## src/rtl/mem_port_arbiter.sv

```systemverilog
// mem_port_arbiter: grants the single shared memory port to fetch reads, memory-stage
// reads or memory-stage writes, one outstanding transaction at a time.
// Optional fetch anti-starvation counter is enabled by defining MEM_ARB_ANTI_STARVE_EN.
module mem_port_arbiter #(
  parameter int ADDR_WIDTH   = 64,
  parameter int DATA_WIDTH   = 64,
  parameter int STARVE_LIMIT = 16
) (
  input  logic                  clk,
  input  logic                  reset,
  input  logic [ADDR_WIDTH-1:0] if_r_addr,
  input  logic                  if_r_addr_valid,
  output logic [DATA_WIDTH-1:0] if_r_data,
  output logic                  if_r_data_valid,
  input  logic [ADDR_WIDTH-1:0] mem_r_addr,
  input  logic                  mem_r_addr_valid,
  output logic [DATA_WIDTH-1:0] mem_r_data,
  output logic                  mem_r_data_valid,
  input  logic                  mem_w_valid,
  input  logic [ADDR_WIDTH-1:0] mem_w_addr,
  input  logic [DATA_WIDTH-1:0] mem_w_data,
  input  logic [3:0]            mem_w_size,
  output logic                  mem_w_ready,
  output logic                  mem_w_complete,
  output logic [ADDR_WIDTH-1:0] m_r_addr,
  output logic                  m_r_addr_valid,
  input  logic [DATA_WIDTH-1:0] m_r_data,
  input  logic                  m_r_data_valid,
  output logic                  m_w_valid,
  output logic [ADDR_WIDTH-1:0] m_w_addr,
  output logic [DATA_WIDTH-1:0] m_w_data,
  output logic [3:0]            m_w_size,
  input  logic                  m_w_ready,
  input  logic                  m_w_complete,
  output logic                  busy,
  output logic [1:0]            grant_id
);

  typedef enum logic [2:0] {
    S_IDLE    = 3'd0,
    S_IF_RD   = 3'd1,
    S_MEM_RD  = 3'd2,
    S_MEM_WR  = 3'd3,
    S_WR_WAIT = 3'd4
  } state_t;

  localparam logic [1:0] GID_NONE   = 2'd0;
  localparam logic [1:0] GID_IF_RD  = 2'd1;
  localparam logic [1:0] GID_MEM_RD = 2'd2;
  localparam logic [1:0] GID_MEM_WR = 2'd3;

  state_t                r_state;
  logic [ADDR_WIDTH-1:0] r_addr;
  logic [DATA_WIDTH-1:0] r_data;
  logic [3:0]            r_size;
  logic                  r_m_r_addr_valid;
  logic                  r_m_w_valid;
  logic                  r_mem_w_ready;
  logic                  r_busy;
  logic [1:0]            r_grant_id;

  logic w_pick_if;
  logic w_pick_mr;
  logic w_pick_mw;
  logic w_fetch_starved;

`ifdef MEM_ARB_ANTI_STARVE_EN
  localparam logic [7:0] LP_STARVE_LIMIT = 8'(STARVE_LIMIT);
  logic [7:0] r_starve_cnt;

  assign w_fetch_starved = if_r_addr_valid && (r_starve_cnt >= LP_STARVE_LIMIT);

  // Counts cycles fetch is pending without ownership; saturates so it never wraps back to 0.
  always_ff @(posedge clk) begin
    if (reset) begin
      r_starve_cnt <= '0;
    end else if ((r_state == S_IDLE) && w_pick_if) begin
      r_starve_cnt <= '0;
    end else if (if_r_addr_valid && (r_state != S_IF_RD) && (r_starve_cnt != 8'hFF)) begin
      r_starve_cnt <= r_starve_cnt + 8'd1;
    end
  end
`else
  logic w_unused_starve_limit;
  assign w_fetch_starved       = 1'b0;
  assign w_unused_starve_limit = (STARVE_LIMIT != 0);
`endif

  always_comb begin
    w_pick_if = 1'b0;
    w_pick_mr = 1'b0;
    w_pick_mw = 1'b0;
    if (w_fetch_starved) begin
      w_pick_if = 1'b1;
    end else if (mem_w_valid) begin
      w_pick_mw = 1'b1;
    end else if (mem_r_addr_valid) begin
      w_pick_mr = 1'b1;
    end else if (if_r_addr_valid) begin
      w_pick_if = 1'b1;
    end
  end

  always_ff @(posedge clk) begin
    if (reset) begin
      r_state          <= S_IDLE;
      r_addr           <= '0;
      r_data           <= '0;
      r_size           <= '0;
      r_m_r_addr_valid <= 1'b0;
      r_m_w_valid      <= 1'b0;
      r_mem_w_ready    <= 1'b0;
      r_busy           <= 1'b0;
      r_grant_id       <= GID_NONE;
    end else begin
      case (r_state)
        S_IDLE: begin
          if (w_pick_mw) begin
            r_state       <= S_MEM_WR;
            r_addr        <= mem_w_addr;
            r_data        <= mem_w_data;
            r_size        <= mem_w_size;
            r_m_w_valid   <= 1'b1;
            r_mem_w_ready <= 1'b1;
            r_busy        <= 1'b1;
            r_grant_id    <= GID_MEM_WR;
          end else if (w_pick_mr) begin
            r_state          <= S_MEM_RD;
            r_addr           <= mem_r_addr;
            r_m_r_addr_valid <= 1'b1;
            r_busy           <= 1'b1;
            r_grant_id       <= GID_MEM_RD;
          end else if (w_pick_if) begin
            r_state          <= S_IF_RD;
            r_addr           <= if_r_addr;
            r_m_r_addr_valid <= 1'b1;
            r_busy           <= 1'b1;
            r_grant_id       <= GID_IF_RD;
          end
        end
        S_IF_RD, S_MEM_RD: begin
          if (m_r_data_valid) begin
            r_state          <= S_IDLE;
            r_m_r_addr_valid <= 1'b0;
            r_busy           <= 1'b0;
            r_grant_id       <= GID_NONE;
          end
        end
        S_MEM_WR: begin
          if (m_w_ready) begin
            r_state     <= S_WR_WAIT;
            r_m_w_valid <= 1'b0;
          end
        end
        S_WR_WAIT: begin
          if (m_w_complete) begin
            r_state       <= S_IDLE;
            r_mem_w_ready <= 1'b0;
            r_busy        <= 1'b0;
            r_grant_id    <= GID_NONE;
          end
        end
        default: begin
          r_state          <= S_IDLE;
          r_m_r_addr_valid <= 1'b0;
          r_m_w_valid      <= 1'b0;
          r_mem_w_ready    <= 1'b0;
          r_busy           <= 1'b0;
          r_grant_id       <= GID_NONE;
        end
      endcase
    end
  end

  // Response pulses are combinational so the requester sees them in the response cycle.
  assign if_r_data_valid  = (r_state == S_IF_RD) && m_r_data_valid;
  assign mem_r_data_valid = (r_state == S_MEM_RD) && m_r_data_valid;
  assign mem_w_complete   = (r_state == S_WR_WAIT) && m_w_complete;
  assign if_r_data        = m_r_data;
  assign mem_r_data       = m_r_data;

  assign m_r_addr       = r_addr;
  assign m_r_addr_valid = r_m_r_addr_valid;
  assign m_w_valid      = r_m_w_valid;
  assign m_w_addr       = r_addr;
  assign m_w_data       = r_data;
  assign m_w_size       = r_size;
  assign mem_w_ready    = r_mem_w_ready;
  assign busy           = r_busy;
  assign grant_id       = r_grant_id;

endmodule

```

## config.mk

```make
export PLATFORM = sky130hd
export DESIGN_NAME = mem_port_arbiter
export DESIGN_NICKNAME = d
export VERILOG_FILES = /design/src/rtl/mem_port_arbiter.sv
export SDC_FILE = /design/constraint.sdc
export NUM_CORES = 1
export LEC_CHECK = 0
export CELL_PAD_IN_SITES_DETAIL_PLACEMENT = 1
export CELL_PAD_IN_SITES_GLOBAL_PLACEMENT = 2
export CORE_AREA = 3 3 255 257
export CTS_CLUSTER_DIAMETER = 50
export DETAILED_ROUTE_END_ITERATION = 12
export DIE_AREA = 0 0 258 260
export PLACE_DENSITY = 0.67
export SLEW_MARGIN = 20
export SYNTH_ARGS = -nofsm -noshare
export SYNTH_HDL_FRONTEND = slang
export SYNTH_SLANG_ARGS = --single-unit
```

## constraint.sdc

```tcl
create_clock -name clk -period 2.08 [get_ports clk]
set_clock_uncertainty 0.2 [all_clocks]
set_input_delay 0.624 -clock clk [delete_from_list [all_inputs] [get_ports clk]]
set_output_delay 0.624 -clock clk [all_outputs]
set_load 0.01 [all_outputs]
```

-- After elaboration in Yosys (flattened, before gate mapping)
Cells that the tools add are included.
- equality and inequality tests: 11
- multiplexer cells: 34
- bitwise logic cells: 4
- reduce and logical (&&, ||, !) cells: 16
- operator list (kind ; number):
    2-to-1 mux 64 bit ; 3
    2-to-1 mux 3 bit ; 6
    2-to-1 mux 1 bit ; 14
    case mux 3 bit (4 select lines) ; 1
    AND reduction 4 bit ; 3
    2-to-1 mux 2 bit ; 5
    != test 2 bit (second input constant) ; 5
    case mux 1 bit (3 select lines) ; 3
    case mux 2 bit (4 select lines) ; 1
    == test 3 x 2 -> 1 bit (second input constant) ; 2
    AND reduction 3 bit ; 2
    OR reduction 3 bit ; 2
    != test 4 bit (second input constant) ; 1
    inverter 1 bit ; 4
    case mux 1 bit (4 select lines) ; 1
    AND reduction 2 bit ; 2
    OR reduction 2 bit ; 2
    == test 3 x 1 -> 1 bit (second input constant) ; 1
    == test 3 bit (second input constant) ; 1
    logical AND 1 bit ; 3
    zero test 3 bit ; 1
    != test 3 bit (second input constant) ; 1
    nonzero test 3 bit ; 1
- register bits after elaboration: 141
- input bits: 332
- output and inout port bits: 333
- word-level logic and storage cells: 74

-- Logic depth before layout (Yosys ltp)
Gate-level depths: netlist (run 1).
- depth after elaboration: 7
- mapped depth: 7
- mapped depth without buffers: 4

-- Worst setup path after synthesis (run 1)
Ideal clock, no wire load.
- path type: input -> register
- start: input mem_w_valid
- end: register r_addr[21], in the netlist m_r_addr[21]
- setup time: 0.128 ns
- arrival time: 1.600 ns
- data required time: 1.752 ns
- setup slack: 0.152 ns
- stages: 6
- path buffers: 3
- cell sequence: buf_2 o31a_4 buf_8 buf_12 mux2i_1 nor2_1
- cells in the longest elaborated chain, start to end: 3
- elaborated cells on any way between the ends: 7
- classes of those cells: mux (5); reduce/logical (2)
- ends and longest elaborated chain (item ; RTL line ; text):
    start: declaration ; 19 ; input logic mem_w_valid,
    2-to-1 mux 1 bit ; 95 ; end else if (mem_w_valid) begin
    nonzero test 3 bit (no source line) / 2-to-1 mux 64 bit (equally long branches) ; -- ;
    AND reduction 2 bit (no source line) / 2-to-1 mux 64 bit (equally long branches) ; -- ;
    end signal: assignment ; 120 ; r_addr <= mem_w_addr;
    end signal: assignment ; 129 ; r_addr <= mem_r_addr;
    end signal: assignment ; 135 ; r_addr <= if_r_addr;
    end: declaration ; 53 ; logic [ADDR_WIDTH-1:0] r_addr;
Parallel ways exist; a longest one is shown, timed or not.
A chain may end at the register's enable or synchronous reset.

-- Final worst setup path (run 1)
- start: register r_state[1]
- end: output if_r_data_valid
- cells in the longest elaborated chain, start to end: 2
- ends and longest elaborated chain (item ; RTL line ; text):
    start: declaration ; 52 ; state_t r_state;
    start signal: assignment ; 106 ; r_state <= S_IDLE;
    start signal: assignment ; 119 ; r_state <= S_MEM_WR;
    start signal: assignment ; 128 ; r_state <= S_MEM_RD;
    == test 3 x 1 -> 1 bit ; 176 ; assign if_r_data_valid = (r_state == S_IF_RD) && m_r_data_valid;
    logical AND 1 bit ; 176 ;
    end: declaration ; 14 ; output logic if_r_data_valid,
Every way passes these cells.

==> summary.txt, run 1 <==
Outcome
  • Outcome: finished, violations left
  • Violated checks: negative setup slack

Timing
  • Final min period: 2.141 ns
  • Worst-margin pin slew: 0.3936 ns
  • Normalized max-slew margin: 73.48%
  • Fin Setup TNS: -0.08718 ns
  • Hold Slack: 0.2518 ns
  • Finish-stage setup viols: 2
  • Number of hold violations in the final report: 0
  • Fin crit share: 102.9%
  • Fin. max-slew vios: 0
  • Max Clk Rate: 467.1 MHz
  • RSZ-0062 raised after global routing: true
  • Final setup margin: -0.06107 ns

Power and ir drop
  • Static leakage: 5.800 nW
  • Clk pwr share: 22.6%
  • Pwr dens: 1074 nW/um^2
  • Seq pwr share: 29.1%
  • VDD IR-drop max: 623.6 uV
  • Switching share of power: 38.48%
  • Internal power: 0.008515 W
  • P_sw: 0.005326 W
  • Logic gate share of total power: 48.4%

Drt
  • DRC viols: 0
  • First-pass DRT Iterations: 4
  • Routed WL per cell: 16.93 um
  • DRT Wirelength: 35,980 um
  • Via density: 3.551
  • DRT iter0 DRCs: 210
  • Final ANT Viol Nets: 0
  • Via Count: 7,545

Yosys
  • Post-synth top area cell: dfxtp_1
  • Synth top cells by count: 204 x nand2_1, 195 x buf_4, 141 x dfxtp_1, 129 x mux2i_1, 76 x a21oi_1
  • Number of synthesized flops with an enable pin: 0
  • Synth warn: 0
  • Syn Inst Count: 973
  • Unique masters post-synth: 31
  • Seq/Total Area, Yosys: 35.69%
  • Ys async rst share: 0%
  • Area contributors post-synth: dfxtp_1 36%, buf_4 19%, mux2i_1 16%
  • Syn Std Cell Area: 7909 um^2
  • #FFs+latches synth: 141
  • Top FF cell, synth: dfxtp_1
  • Synth top area share: 35.69%
  • Syn Nets: 1,305
  • Post-Syn Area per Cell: 8.128 um^2
  • Top-count cell post-synth: nand2_1

GRT
  • Met2 Use GR: 16.93%
  • Gr busiest metal: met2
  • Congestion Overflow GR: 0
  • Met3 usage: 5.668%
  • Antenna violations before repair: 5
  • First-pass GRT wire length: 50,710 um
  • Largest net degree at the start of global routing: 57
  • Vias in the first global route: 7,988
  • Met1 GRT Util: 10.06%
  • Overall Global Routing Usage: 10.17%

Critical path
  • Critical Path Max Stage Delay: 0.38 ns
  • CP max FO: 6
  • CP Capture Type: output port
  • Worst-path cell chain: nand2b_4, nor3b_2, buf_2
  • CP Launch Type: flop
  • Worst Path Required: 1.26 ns
  • Largest delay contributor family on the critical path: flip-flops
  • CP bufs+invs: 1
  • CP arrival: 1.32 ns
  • Critical path type: flop to output port
  • Slowest cell on crit path: dfxtp_4

Clock tree
  • Skew-Pair Late Insertion Delay: 0.47 ns
  • H-tree Lvls: 4
  • CTS buffer count: 17
  • CTS tree: yes
  • Max clock buf depth: 2
  • Post-cts hold buffer count: 0
  • Clock transition at the registers of the reported paths: 0.07 ns
  • Sink Count: 141
  • CTS root buf: clkbuf_16

Flow run
  • MaxCap Viol Count: 0

Placed design
  • Port buffer count: 472
  • Post-Place Worst Slack: -0.7936 ns
  • Post-DP HPWL: 27,390 um
  • Gp weighted congestion: 0.7458

Floorplan
  • Die area: 67,080 um^2
  • Core area: 62,970 um^2
  • IO Count: 665
  • Core Rows: 92
  • Starting Density: 12.56%
  • Die X: 258 um
  • Die Span Y: 260 um

Final layout
  • Nets@finish: 1,597
  • Layout cells sized above 1: 9.390%
  • Synth-to-layout area growth: 63.01%

Hold path
  • Worst min-delay path category: flop to flop
[cell type report]
class                   count  area (um^2)
diodes                      1        2.502
flip-flops and latches    141         2849
repair buffers            529         5124
multi-input cells         573         3271
well taps                 846         1059
clock buffers              17        425.4
clock inverters            15        151.4
fillers                  7479        50070
inverters                   3        11.26
[registers in the layout, summed over array words and instances (netlist names)]
name,flops
busy,1
grant_id,2
m_r_addr,64
m_r_addr_valid,1
m_w_data,64
m_w_size,4
m_w_valid,1
mem_w_ready,1
r_state,3
[power groups by stage]
stage | clock network (W) | logic [W] | registers (W)
6_report | 0.00312 | 0.00670 | 0.00402
5_1_grt | 0.00342 | 0.00731 | 0.00414
4_1_cts | 0.00333 | 0.00618 | 0.00406
3_5_place_dp | 0 | 0.00680 | 0.00411
3_3_place_gp | 0 | 0.00672 | 0.00407
2_1_floorplan | 0 | 0.00381 | 0.00422
[cells in the final DEF (no fill, tap or decap), types with 2 or more instances in the layout]
cell,n
nand2b_1,3
inv_1,3
clkinvlp_4,4
nor2b_1,4
a21oi_1,76
buf_16,2
dfxtp_4,4
dfxtp_2,9
nand2_1,202
o21ai_0,70
mux2i_1,129
nand2_2,2
clkdlybuf4s15_1,6
clkbuf_16,20
clkdlybuf4s50_1,262
buf_12,12
buf_2,3
dfxtp_1,128
nor2_1,66
dlygate4sd2_1,196
nor4_1,2
buf_4,43
inv_8,3
inv_6,5
o32ai_1,2
[cell families (layout without fill, tap and decap cells)]
| logic type | after synthesis | after routing | synth area share [%] |
|---|---|---|---|
| flip-flops | 141 | 141 | 35.69 |
| AO/OA/AOI/OAI | 154 | 154 | 10.09 |
| other | 0 | 1 | 0 |
| buffers and inverters | 259 | 564 | 23.35 |
| multiplexers | 130 | 130 | 16.47 |
| AND/OR/NAND/NOR | 289 | 289 | 14.40 |
[final timing paths]
path | slack (ns) | depth (start not counted) | end | startpoint
max | -0.06 | 3 | if_r_data_valid | r_state[1]$_SDFFE_PP0P_
min | 0.25 | 2 | m_w_data[9]$_SDFFE_PP0P_ | m_w_data[9]$_SDFFE_PP0P_
max reg2reg | 0.11 | 7 | m_r_addr[49]$_SDFFE_PP0P_ | r_state[2]$_SDFFE_PP0P_
min reg2reg | 0.25 | 2 | m_w_data[9]$_SDFFE_PP0P_ | m_w_data[9]$_SDFFE_PP0P_
[through the flow]
step	instance area, um^2	util (%)	total power (W)	cells
6_report	12890	20.48	0.01384	2125
5_1_grt	12890	20.47	0.01487	2124
4_1_cts	12730	20.22	0.01357	2117
3_5_place_dp	12340	19.60	0.01090	2082
3_3_place_gp	12340	19.60	0.01079	2082
2_1_floorplan	7909	-	0.008029	973
[repair_timing]
| action | in CTS | in global routing |
|---|---|---|
| cloned | 0 | 3 |
| pin swaps | 4 | 2 |
| resized for setup | 245 | 4 |
| buffers inserted | 3 | 5 |
| setup endpoints to repair | 204 | 39 |
[routing by layer]
metal | wire, um | vias up
li1 | - | 3585
met1 | 13310 | 3519
met2 | 16990 | 356
met3 | 4167 | 81
met4 | 1489 | 4
met5 | 23 | -
[worst min-delay path, stage by stage, from the launching register on]
cell and delay [ns]:
dfxtp_1 0.31, nand2_1 0.05, a21oi_1 0.05
Note: power is estimated with default switching activity, not from simulation.
==> run 2, diff against run 1 <==
CORE_AREA = 10 10 247 249   (was 3 3 255 257)
DIE_AREA = 0 0 257 259   (was 0 0 258 260)
PLACE_DENSITY = 0.74   (was 0.67)
==> summary.txt, run 2 (synthesis gave the netlist of run 1 again) <==
Outcome
  • Outcome: finished, violations left
  • Violated checks: negative setup slack

Power and ir drop
  • Logic gate share of total power: 46.9% (-1.5 points)
  • P_sw: 0.005173 W (-2.9%)
  • Seq pwr share: 28.7% (-0.4 points)
  • Clk pwr share: 24.4% (+1.8 points)
  • Internal power: 0.008728 W (+2.5%)
  • VDD IR-drop max: 550.7 uV (-12%)
  • Pwr dens: 1082 nW/um^2 (+0.80%)
  • Static leakage: 5.866 nW (+1.1%)
  • Switching share of power: 37.21% (-1.3 points)

Clock tree
  • Post-cts hold buffer count: 0 (unchanged)
  • Clock transition at the registers of the reported paths: 0.07 ns (about the same)
  • CTS tree: yes
  • CTS root buf: clkbuf_16
  • CTS buffer count: 17 (unchanged)
  • Sink Count: 141 (unchanged)
  • Skew-Pair Late Insertion Delay: 0.46 ns (about the same)
  • H-tree Lvls: 4 (unchanged)
  • Max clock buf depth: 2 (unchanged)

Hold path
  • Worst min-delay path category: flop to flop

Timing
  • Number of hold violations in the final report: 0 (unchanged)
  • Normalized max-slew margin: 77.80% (+4.3 points)
  • Finish-stage setup viols: 1 (-1)
  • Final min period: 2.108 ns (-0.03287 ns)
  • RSZ-0062 raised after global routing: true
  • Worst-margin pin slew: 0.3330 ns (-0.06060 ns)
  • Fin. max-slew vios: 0 (unchanged)
  • Final setup margin: -0.02820 ns (+0.03287 ns)
  • Max Clk Rate: 474.3 MHz (+1.6%)
  • Fin crit share: 101.4% (-1.6 points)

Drt
  • DRT iter0 DRCs: 186 (-11%)
  • Final ANT Viol Nets: 0 (unchanged)
  • First-pass DRT Iterations: 4 (unchanged)
  • Routed WL per cell: 18.33 um (+8.2%)
  • Via density: 3.694 (+4.0%)
  • DRT Wirelength: 37,460 um (+4.1%)
  • DRC viols: 0 (unchanged)
  • Via Count: 7,550 (+0.066%)

Placed design
  • Placed Area: 12,330 um^2 (-0.12%)
  • Placed cells: 2,005 (-3.7%)
  • Port buffer count: 472 (unchanged)
  • Post-DP HPWL: 30,450 um (+11%)
  • Gp weighted congestion: 0.7772 (+4.2%)

Final layout
  • Final Cell Area: 12,850 um^2 (-0.36%)
  • Fin cells: 2,044 (-3.8%)
  • Nets@finish: 1,607 (+0.63%)
  • Commonest cells after routing, fill and taps aside: 262 x clkdlybuf4s50_1, 203 x nand2_1, 198 x dlygate4sd2_1
  • Layout cells sized above 1: 9.938% (+0.55 points)
  • Commonest non-fill, non-tap cell in the layout: clkdlybuf4s50_1
  • Synth-to-layout area growth: 62.43%
  • Diodes inserted: 0 (-1)

Critical path
  • CP Capture Type: output port
  • CP Launch Type: flop
  • CP arrival: 1.28 ns (-0.04 ns)
  • CP max FO: 5 (-1)
  • Slowest cell on crit path: dfxtp_4
  • Worst-path cell chain: nand2b_4, nor3b_2, buf_2
  • Critical path type: flop to output port
  • Critical Path Max Stage Delay: 0.37 ns (about the same)
  • Worst Path Required: 1.26 ns (about the same)
  • Reg2Reg Setup Slack: 0.08 ns (-0.03 ns)

Floorplan
  • Core Rows: 87 (-5.4%)
  • Die X: 257 um (-0.39%)
  • Starting Density: 14.14% (+1.6 points)
  • Die area: 66,560 um^2 (-0.77%)
  • Core area: 55,950 um^2 (-11%)
  • Die Span Y: 259 um (-0.38%)
  • IO Count: 665 (unchanged)

GRT
  • First-pass GRT wire length: 54,370 um (+7.2%)
  • Overall Global Routing Usage: 10.85% (+0.68 points)
  • Congestion Overflow GR: 0 (unchanged)
  • Largest net degree at the start of global routing: 63 (+11%)
  • Antenna violations before repair: 6 (+1)
  • Vias in the first global route: 8,245 (+3.2%)

Flow run
  • MaxCap Viol Count: 0 (unchanged)
## run 2: changes by cell type in the layout (fill, tap and decap cells not counted), sizes merged
cell / before / now
buf: 61 / 73
clkdlybuf4s15: 6 / 5
dlygate4sd2: 196 / 198
clkbuf: 21 / 19
clkinvlp: 4 / 1
diode: 1 / 0
inv: 11 / 13
clkinv: 2 / 0
bufinv: 1 / 3
## run 2: area by class of cell
type	instances	area (um^2)
timing repair buffer	539	5145
clock buffer	18	439.2
sequential	141	2839
multi-input combinational	573	3273
inverter	3	11.26
fill	6753	43110
tap	756	945.9
clock inverter	14	192.7
## run 2: metal layers
| metal | GRT usage [%] | vias up | wire length (um) |
|---|---|---|---|
| li1 | - | 3605 | - |
| met4 | 4.207 | 4 | 1031 |
| met1 | 11.25 | 3505 | 14280 |
| met3 | 6.190 | 71 | 4166 |
| met5 | 0 | - | 23 |
| met2 | 17.94 | 365 | 17960 |
## run 2: final timing paths
check | start | endpoint | cells after the start
max | r_state[1]$_SDFFE_PP0P_ | if_r_data_valid | 3
max reg2reg | r_state[2]$_SDFFE_PP0P_ | m_r_addr[19]$_SDFFE_PP0P_ | 7
min | m_w_data[54]$_SDFFE_PP0P_ | m_w_data[54]$_SDFFE_PP0P_ | 2
min reg2reg | m_w_data[54]$_SDFFE_PP0P_ | m_w_data[54]$_SDFFE_PP0P_ | 2
## run 2: worst max-delay path, delay by kind of cell (launching register included)
kind          cells  cell delay, ns
flops             1            0.37
buf+inv           1            0.16
simple gates      2            0.29
## run 2: metrics by stage
| stage | worst slack (ns) | total power (W) | util (%) | setup TNS (ns) | hold WS (ns) |
|---|---|---|---|---|---|
| final | -0.02820 | 0.01390 | 22.96 | -0.02820 | 0.2501 |
| after global routing | -0.1347 | 0.01491 | 22.96 | -0.2626 | 0.2760 |
| after CTS | -0.1208 | 0.01402 | 22.81 | -0.2067 | 0.2557 |
| after detailed placement | -0.8305 | 0.01111 | 22.03 | -21.32 | 0.2480 |
| after global placement | -0.8393 | 0.01102 | 22.03 | -19.69 | 0.2422 |
| after floorplan | 0.1522 | 0.008029 | - | 0 | 0.2805 |
## run 2: power by group through the flow
stage,Combinational (W),Clock [W],Sequential [W]
finish,0.00652,0.00339,0.00399
global route,0.00711,0.00368,0.00411
CTS,0.00641,0.00359,0.00402
detailed placement,0.00703,0,0.00408
global placement,0.00697,0,0.00405
floorplan,0.00381,0,0.00422
## run 2: repair_timing
action | in CTS | in global routing
cloned | 0 | 1
resized for setup | 238 | 5
buffers inserted | 3 | 3
endpoints found under the setup margin | 206 | 41
pin swaps | 3 | 2
==> run 3, diff against run 2 <==
SETUP_SLACK_MARGIN = 0.2   (was not set)
SLEW_MARGIN = not set   (was 20)
==> summary.txt, run 3 (synthesis gave the netlist of run 1 again) <==
Final layout
  • Register area: 2944 um^2 (+3.7%)
  • Nets@finish: 1,621 (+0.87%)
  • Layout cells sized above 1: 38.51% (+29 points)
  • Commonest non-fill, non-tap cell in the layout: clkdlybuf4s50_1
  • Area of the multi-input gates: 3722 um^2 (+14%)
  • Fin util: 23.67% (+0.71 points)
  • Commonest cells after routing, fill and taps aside: 262 x clkdlybuf4s50_1, 181 x buf_2, 163 x nand2_1
  • Final Cell Area: 13,240 um^2 (+3.1%)
  • Fillcell total: 6,671 (-1.2%)
  • Fin cells: 2,058 (+0.68%)
  • Synth-to-layout area growth: 67.43%

Timing
  • Fin. max-slew vios: 0 (unchanged)
  • Finish-stage setup viols: 2 (+1)
  • Fin Setup TNS: -0.08881 ns (-0.06061 ns)
  • Normalized max-slew margin: 76.54% (-1.3 points)
  • Final min period: 2.140 ns (+0.03152 ns)
  • Fin crit share: 102.9% (+1.5 points)
  • Final setup margin: -0.05972 ns (-0.03152 ns)
  • Number of hold violations in the final report: 0 (unchanged)
  • Max Clk Rate: 467.4 MHz (-1.5%)
  • Worst-margin pin slew: 0.3519 ns (+0.01884 ns)
  • RSZ-0062 raised after global routing: true

Drt
  • Routed WL per cell: 18.90 um (+3.1%)
  • DRC viols: 0 (unchanged)
  • DRT iter0 DRCs: 123 (-34%)
  • Via density: 3.729 (+0.96%)
  • DRT Wirelength: 38,900 um (+3.8%)
  • First-pass DRT Iterations: 4 (unchanged)
  • Final ANT Viol Nets: 0 (unchanged)
  • Via Count: 7,675 (+1.7%)

Critical path
  • Critical Path Max Stage Delay: 0.37 ns (about the same)
  • Worst Path Required: 1.26 ns (about the same)
  • CP arrival: 1.32 ns (+0.04 ns)
  • Slowest cell on crit path: dfxtp_4
  • Crit. Startpoint: r_state[1]$_SDFFE_PP0P_
  • CP Launch Type: flop
  • CP Capture Type: output port
  • R2R Path Start: r_state[1]$_SDFFE_PP0P_
  • CP max FO: 5 (unchanged)
  • Worst-path cell chain: nand2b_4, nor3b_2, buf_2
  • Critical path type: flop to output port
  • Worst reg2reg path depth: 10 (+3)

Clock tree
  • CTS buffer count: 17 (unchanged)
  • Sink Count: 141 (unchanged)
  • Post-cts hold buffer count: 0 (unchanged)
  • Max clock buf depth: 2 (unchanged)
  • H-tree Lvls: 4 (unchanged)
  • Skew-Pair Late Insertion Delay: 0.47 ns (about the same)
  • CTS root buf: clkbuf_16
  • Clock transition at the registers of the reported paths: 0.07 ns (about the same)
  • CTS tree: yes

Placed design
  • Placed cells: 1,988 (-0.85%)
  • Placed Area: 12,200 um^2 (-1.0%)
  • Post-DP HPWL: 28,170 um (-7.5%)
  • Port buffer count: 472 (unchanged)
  • Post-Place Worst Slack: -0.7940 ns (+0.03652 ns)
  • Gp weighted congestion: 0.7967 (+2.5%)

Floorplan
  • Core Rows: 87 (unchanged)
  • Core area: 55,950 um^2 (unchanged)
  • Die X: 257 um (unchanged)
  • Starting Density: 14.14% (unchanged)
  • Die area: 66,560 um^2 (unchanged)
  • IO Count: 665 (unchanged)
  • Die Span Y: 259 um (unchanged)

Power and ir drop
  • Switching share of power: 37.60% (+0.39 points)
  • VDD IR-drop max: 620.6 uV (+13%)
  • Logic gate share of total power: 53.9% (+7.0 points)
  • P_sw: 0.006069 W (+17%)
  • Static leakage: 5.839 nW (-0.46%)
  • Clk pwr share: 20.6% (-3.8 points)
  • Pwr dens: 1219 nW/um^2 (+13%)
  • Seq pwr share: 25.5% (-3.2 points)
  • Internal power: 0.01007 W (+15%)

Hold path
  • Worst min-delay path category: flop to flop
  • Worst hold path depth: 2 (unchanged)
  • Hold Crit Start: m_w_size[0]$_SDFFE_PP0P_

Outcome
  • Outcome: finished, violations left
  • Violated checks: negative setup slack

GRT
  • First-pass GRT wire length: 53,810 um (-1.0%)
  • Largest net degree at the start of global routing: 63 (unchanged)
  • Vias in the first global route: 8,248 (+0.036%)
  • Antenna violations before repair: 1 (-5)
  • Congestion Overflow GR: 0 (unchanged)
  • Overall Global Routing Usage: 10.65% (-0.20 points)

Flow run
  • MaxCap Viol Count: 0 (unchanged)
[run 3: changes by cell type in the layout (fill, tap and decap cells not counted), sizes merged]
| cell | change |
|---|---|
| and2 | +1 |
| buf | +207 |
| clkbuf | +7 |
| clkdlybuf4s15 | -5 |
| clkinv | +3 |
| clkinvlp | +1 |
| diode | +1 |
| dlygate4sd2 | -197 |
| inv | -4 |
[run 3: metal layers]
metal  routed length, um  GRT usage (%)  up-vias  part of all wire [%]
met5                   0              0        -                     0
met4                1032          4.355        0                   2.7
met3                3709          5.850       64                   9.5
met2               19200          17.60      366                    49
met1               14960          11.10     3602                    38
li1                    -              -     3643                     -
[run 3: power by group through the flow]
stage | sequential [W] | combinational (W) | clock [W]
2_1_floorplan | 0.00422 | 0.00383 | 0
3_3_place_gp | 0.00405 | 0.00685 | 0
3_5_place_dp | 0.00409 | 0.00691 | 0
4_1_cts | 0.00413 | 0.00755 | 0.00353
5_1_grt | 0.00423 | 0.00936 | 0.00363
6_report | 0.00412 | 0.00870 | 0.00332
[run 3: final timing paths]
path	end	slack [ns]
max	if_r_data_valid	-0.06
min	m_w_size[0]$_SDFFE_PP0P_	0.25
max reg2reg	m_r_addr[37]$_SDFFE_PP0P_	0.07
min reg2reg	m_w_size[0]$_SDFFE_PP0P_	0.25
[run 3: repair_timing]
item,in CTS,in global routing
resized for setup,1015,87
pin swaps,47,25
endpoints found under the setup margin,272,141
buffers inserted,14,8
hold endpoints to repair,0,0
cloned,4,12
[run 3: metrics by stage]
step                      hold WS [ns]  power, W
final                           0.2515   0.01614
after global routing            0.2571   0.01723
after CTS                       0.2262   0.01522
after detailed placement        0.2489   0.01100
after global placement          0.2412   0.01090
after floorplan                 0.2805  0.008053
[run 3: layout make-up]
type                       instances  share of cell area (%)
timing repair buffer             552                   37.80
multi-input combinational        574                   28.11
sequential                       141                   22.23
tap                              756                   7.144
clock buffer                      17                   3.213
clock inverter                    14                   1.398
inverter                           3                 0.08504
antenna                            1                 0.01890
[run 3: worst max-delay path, delay by kind of cell, from the launching register on]
kind	cells	cell delay, ns
buf+inv	1	0.16
flops	1	0.37
simple gates	2	0.31
